--- src/rtl/and_gate_pipe_if.sv ---
// Operand/result handshake bundle for and_gate_pipe.
// The producer/consumer side uses the master modport; the block itself uses slave.
interface and_gate_pipe_if #(
  parameter int unsigned WIDTH = 8
);
  logic             in_valid;
  logic             in_ready;
  logic [2:0]       op;
  logic [WIDTH-1:0] a;
  logic [WIDTH-1:0] b;
  logic             out_valid;
  logic             out_ready;
  logic [WIDTH-1:0] y;
  logic             y_all;
  logic             y_any;

  modport master (
    output in_valid, op, a, b, out_ready,
    input  in_ready, out_valid, y, y_all, y_any
  );

  modport slave (
    input  in_valid, op, a, b, out_ready,
    output in_ready, out_valid, y, y_all, y_any
  );
endinterface

--- src/rtl/and_gate_pipe.sv ---
// Registered bitwise-op stage with valid/ready handshake on both sides.
// Computes an AND-family op (or a running-AND accumulator step) on two WIDTH-bit
// operands, holds the result until the consumer takes it, and reports its
// AND/OR reductions alongside.
module and_gate_pipe #(
  parameter int unsigned WIDTH = 8
) (
  input logic           clk,
  input logic           rst,
  and_gate_pipe_if.slave bus
);

  typedef enum logic [2:0] {
    OP_AND  = 3'b000,
    OP_OR   = 3'b001,
    OP_XOR  = 3'b010,
    OP_NAND = 3'b011,
    OP_NOR  = 3'b100,
    OP_XNOR = 3'b101,
    OP_ACC  = 3'b110,
    OP_LOAD = 3'b111
  } op_e;

  logic             r_out_valid;
  logic [WIDTH-1:0] r_y;
  logic             r_y_all;
  logic             r_y_any;
  logic [WIDTH-1:0] r_acc;

  op_e              w_op;
  logic             w_in_ready;
  logic             w_accept;
  logic             w_drain;
  logic [WIDTH-1:0] w_f;
  logic             w_acc_we;

  // Output slot is free when empty or being drained this cycle.
  assign w_in_ready = !r_out_valid || bus.out_ready;
  assign w_accept   = bus.in_valid && w_in_ready;
  assign w_drain    = r_out_valid && bus.out_ready;
  assign w_op       = op_e'(bus.op);

  // Result function and accumulator write-enable for the current beat.
  always_comb begin
    w_f      = '0;
    w_acc_we = 1'b0;
    case (w_op)
      OP_AND:  w_f = bus.a & bus.b;
      OP_OR:   w_f = bus.a | bus.b;
      OP_XOR:  w_f = bus.a ^ bus.b;
      OP_NAND: w_f = ~(bus.a & bus.b);
      OP_NOR:  w_f = ~(bus.a | bus.b);
      OP_XNOR: w_f = ~(bus.a ^ bus.b);
      OP_ACC: begin
        w_f      = r_acc & bus.a & bus.b;
        w_acc_we = 1'b1;
      end
      OP_LOAD: begin
        w_f      = bus.a & bus.b;
        w_acc_we = 1'b1;
      end
      default: w_f = '0;
    endcase
  end

  // Output register: load on accept, clear valid on drain-only, hold on stall.
  always_ff @(posedge clk) begin
    if (rst) begin
      r_out_valid <= 1'b0;
      r_y         <= '0;
      r_y_all     <= 1'b0;
      r_y_any     <= 1'b0;
    end else if (w_accept) begin
      r_out_valid <= 1'b1;
      r_y         <= w_f;
      r_y_all     <= &w_f;
      r_y_any     <= |w_f;
    end else if (w_drain) begin
      r_out_valid <= 1'b0;
    end
  end

  // Accumulator: only accepted ACC/LOAD beats write it; reset reloads all ones.
  always_ff @(posedge clk) begin
    if (rst) begin
      r_acc <= '1;
    end else if (w_accept && w_acc_we) begin
      r_acc <= w_f;
    end
  end

  assign bus.in_ready  = w_in_ready;
  assign bus.out_valid = r_out_valid;
  assign bus.y         = r_y;
  assign bus.y_all     = r_y_all;
  assign bus.y_any     = r_y_any;

endmodule
--- src/flat_wrapper.sv ---
// flat-port wrapper written by rule: the top's interface ports become plain ports
module and_gate_pipe_flat 
#(
  parameter int unsigned WIDTH = 8
)
  (clk, rst, bus_in_valid, bus_op, bus_a, bus_b, bus_out_ready, bus_in_ready, bus_out_valid, bus_y, bus_y_all, bus_y_any);
  and_gate_pipe_if #(.WIDTH(WIDTH)) bus_i ();
  input logic clk;
  input logic rst;
  input wire logic [$bits(bus_i.in_valid)-1:0] bus_in_valid;
  input wire logic [$bits(bus_i.op)-1:0] bus_op;
  input wire logic [$bits(bus_i.a)-1:0] bus_a;
  input wire logic [$bits(bus_i.b)-1:0] bus_b;
  input wire logic [$bits(bus_i.out_ready)-1:0] bus_out_ready;
  output wire logic [$bits(bus_i.in_ready)-1:0] bus_in_ready;
  output wire logic [$bits(bus_i.out_valid)-1:0] bus_out_valid;
  output wire logic [$bits(bus_i.y)-1:0] bus_y;
  output wire logic [$bits(bus_i.y_all)-1:0] bus_y_all;
  output wire logic [$bits(bus_i.y_any)-1:0] bus_y_any;
  assign bus_i.in_valid = bus_in_valid;
  assign bus_i.op = bus_op;
  assign bus_i.a = bus_a;
  assign bus_i.b = bus_b;
  assign bus_i.out_ready = bus_out_ready;
  assign bus_in_ready = bus_i.in_ready;
  assign bus_out_valid = bus_i.out_valid;
  assign bus_y = bus_i.y;
  assign bus_y_all = bus_i.y_all;
  assign bus_y_any = bus_i.y_any;
  and_gate_pipe #(.WIDTH(WIDTH)) u_core (.clk(clk), .rst(rst), .bus(bus_i));
endmodule
--- config.mk ---
export PLATFORM = sky130hd
export DESIGN_NAME = and_gate_pipe_flat
export DESIGN_NICKNAME = d
export VERILOG_FILES = /design/src/rtl/and_gate_pipe_if.sv /design/src/rtl/and_gate_pipe.sv /design/src/flat_wrapper.sv
export SDC_FILE = /design/constraint.sdc
export NUM_CORES = 1
export LEC_CHECK = 0
export CAP_MARGIN = 5
export CORE_MARGIN = 1
export CORE_UTILIZATION = 47
export CTS_CLUSTER_DIAMETER = 40
export DETAILED_ROUTE_END_ITERATION = 8
export PLACE_DENSITY = 0.83
export SETUP_SLACK_MARGIN = 0.02
export SYNTH_ARGS = -nofsm -noshare
export SYNTH_HDL_FRONTEND = slang
export SYNTH_SLANG_ARGS = --single-unit
--- constraint.sdc ---
create_clock -name clk -period 3.2 [get_ports clk]
set_input_delay 0.64 -clock clk [delete_from_list [all_inputs] [get_ports clk]]
set_output_delay 0.64 -clock clk [all_outputs]
set_load 0.02 [all_outputs]
==> impl_metrics.ini <==
[status]
outcome = finished clean

[global_routing]
grt_usage = 0.2070
antenna_found_initial = 0
grt_max_degree = 34
grt_pass1_vias = 1360
grt_pass1_wl_mm = 5.858
overflow = 0

[die]
rows = 21
initial_utilization = 0.4916
die_x_um = 61.08
die_height_um = 61.08
die-area_mm2 = 0.003730
ios = 35
core_mm2 = 0.003337

[yosys]
synthCells = 198
synth_top_area_cell = dfxtp_1
synth_cell_type_count = 51
yosysWarnings = 0
avgSynthCellArea_um2 = 8.284
yosysSeqAreaShare = 0.2319
yosys.area_share.simple = 0.2159
synth_compound_area_frac = 0.2418
synth_xor_area_frac = 0.02136
ys_ff_latch = 19
synth_edf_count = 0
yosysTopAreaCellShare = 0.2319
synthFlopType = dfxtp_1
synth_top_family_by_area = compound AO/OA/AOI/OAI gates
async_reset_ff_frac = 0
synth-adder-area-share = 0.1220
muxShareOfSynthArea = 0.07323
synth_area_leaders = dfxtp_1 (23%), ha_1 (12%), inv_1 (4.8%), nor2_1 (4.3%), a211o_1 (3.7%)
syn-cell-area_mm2 = 0.001640
syn-num-nets = 237

[setup_path]
startpoint_type = primary input
cp_data_required_time_ns = 3.43
cp-end-kind = flop
worstPathArrival_ns = 2.78
crit_fanout = 4
critPathKind = in -> reg

[timing]
hold_viol = 0
finalCriticalPeriod_ns = 2.542
grt_setup_unrepaired = no
finalMaxSlewViolations = 0
setup_viol = 0
timing.setup.tns_ns = 0
finalCritPeriodShare = 0.7943
max_freq_mhz = 393.5
skew_ns = 0.001360
worstMarginPinSlew_ns = 0.5434
holdWs_ns = 0.4638
slew_headroom = 0.6367

[routing]
wl_per_cell_um = 13.02
routed.top_layer = met4
num_vias = 1531
drtIter0Drc = 55
via_per_inst = 5.527
wirelength_mm = 3.606
remaining_drc_errors = 0
dr_wl_met2_mm = 1.680
wl_met1_mm = 1.712
ant_nets = 0
wl_met3_um = 138
firstDrtPassIters = 4

[power]
p_per_area_mw_per_mm2 = 301.8
max-vdd-ir-drop_mv = 0.3128
p_leak_nw = 0.8551

[cts]
cts_sinks = 19
hold_buffers = 0
cts_resized = 0
cts_tree = done
ctsRootBufferMaster = clkbuf_4
clockBufferDepth = 2
cts_max_level = 1
cts_setup_buffers = 0
clk_pin_slew_ns = 0.10
numCtsBuffers = 3
clk_latency_ns = 0.30

[final_layout]
drive_above_1_share = 0.1082
final_cell_area_mm2 = 0.002058
diodes = 0
final_nets = 271
final_cells = 277
syn2layout_area_growth_pct = 25.48

[placement]
post_dp_cell_area_mm2 = 0.002032
portBuffers = 34
place.gp.congestion = 0.8517
dp_cells = 273
dp_hpwl_mm = 2.831

[worst_hold_path]
hp-class = reg -> reg

[job]
cap_violations = 0
where the power goes:
| part | leakage, nW | total, mW | switching, mW | internal (mW) |
|---|---|---|---|---|
| clock | 0.0150 | 0.124 | 0.0749 | 0.0487 |
| combinational | 0.684 | 0.238 | 0.122 | 0.116 |
| sequential | 0.156 | 0.260 | 0.00798 | 0.252 |
| total | 0.855 | 0.621 | 0.205 | 0.417 |
cell families (layout without fill, tap and decap cells):
family / after synthesis / in the layout
AO/OA/AOI/OAI: 50 / 50
XOR/XNOR: 4 / 4
AND/OR/NAND/NOR: 66 / 66
adder cells (fa/ha/maj): 16 / 16
multiplexers: 9 / 9
buffers and inverters: 34 / 67
flip-flops: 19 / 19
per-stage QoR:
stage	power, mW	setup WS, ns	utilization
6_report	0.6211	0.6584	0.6168
5_1_grt	0.6594	0.4944	0.6168
4_1_cts	0.6232	0.6682	0.6168
3_5_place_dp	0.5012	0.3533	0.6089
3_3_place_gp	0.4957	0.3898	0.6089
2_1_floorplan	0.4152	0.9785	-
sequential cells by signal, indices dropped and copies added, names as in the netlist:
signal / flops
u_core.bus.out_valid: 1
u_core.bus.y: 8
u_core.bus.y_any: 1
u_core.bus.y_all: 1
u_core.r_acc: 8
cells in the mapped netlist (4+ instances only):
master and n:
a211o_1 7, a211oi_1 6, a21oi_1 9, clkbuf_1 6, dfxtp_1 19, ha_1 16, inv_1 21, mux2_2 4
nand2_1 15, nand3_1 5, nand3b_1 5, nor2_1 19, nor3_1 4, o21ai_0 5
final timing paths:
check,depth (start not counted),slack (ns),start,end
min reg2reg,2,0.46,u_core.bus.y[4],u_core.bus.y[4]
max reg2reg,4,1.31,u_core.bus.out_valid,u_core.r_acc[1]
max,8,0.66,bus_b[3],u_core.bus.y_all
min,2,0.46,u_core.bus.y[4],u_core.bus.y[4]
cells in the final DEF, fill, tap and decap left out, types with 3 or more instances in the layout:
| cell type | n |
|---|---|
| buf_4 | 6 |
| nor3_1 | 4 |
| a21oi_1 | 9 |
| a211o_1 | 7 |
| mux2_2 | 4 |
| dfxtp_1 | 19 |
| nor2_1 | 19 |
| a211oi_1 | 6 |
| nand4_1 | 3 |
| clkdlybuf4s50_1 | 34 |
| ha_1 | 16 |
| nor2b_1 | 3 |
| nand2_1 | 15 |
| nand3b_1 | 5 |
| mux2i_1 | 3 |
| nand2b_1 | 3 |
| o21ai_0 | 5 |
| clkbuf_4 | 3 |
| xnor2_1 | 3 |
| inv_1 | 21 |
| nand3_1 | 5 |
layer usage:
layer,track usage,up-vias
met5,0,-
met4,0.08766,0
met3,0.04202,8
met2,0.3276,35
met1,0.2743,702
li1,-,786
layout make-up:
| class | count | area [um^2] |
|---|---|---|
| Fill cell | 323 | 1279 |
| Multi-Input combinational cell | 145 | 1106 |
| Timing Repair Buffer | 41 | 405.4 |
| Sequential cell | 19 | 380.4 |
| Inverter | 22 | 82.58 |
| Tap cell | 46 | 57.56 |
| Clock buffer | 4 | 26.28 |
worst max-delay path, stage by stage:
cell,delay [ns]
clkdlybuf4s50_1,0.49
inv_1,0.05
ha_1,0.30
mux2_2,0.27
mux4_2,0.53
nor4_2,0.16
nand3_1,0.12
o31ai_2,0.22
(Power assumes the default switching activity.)
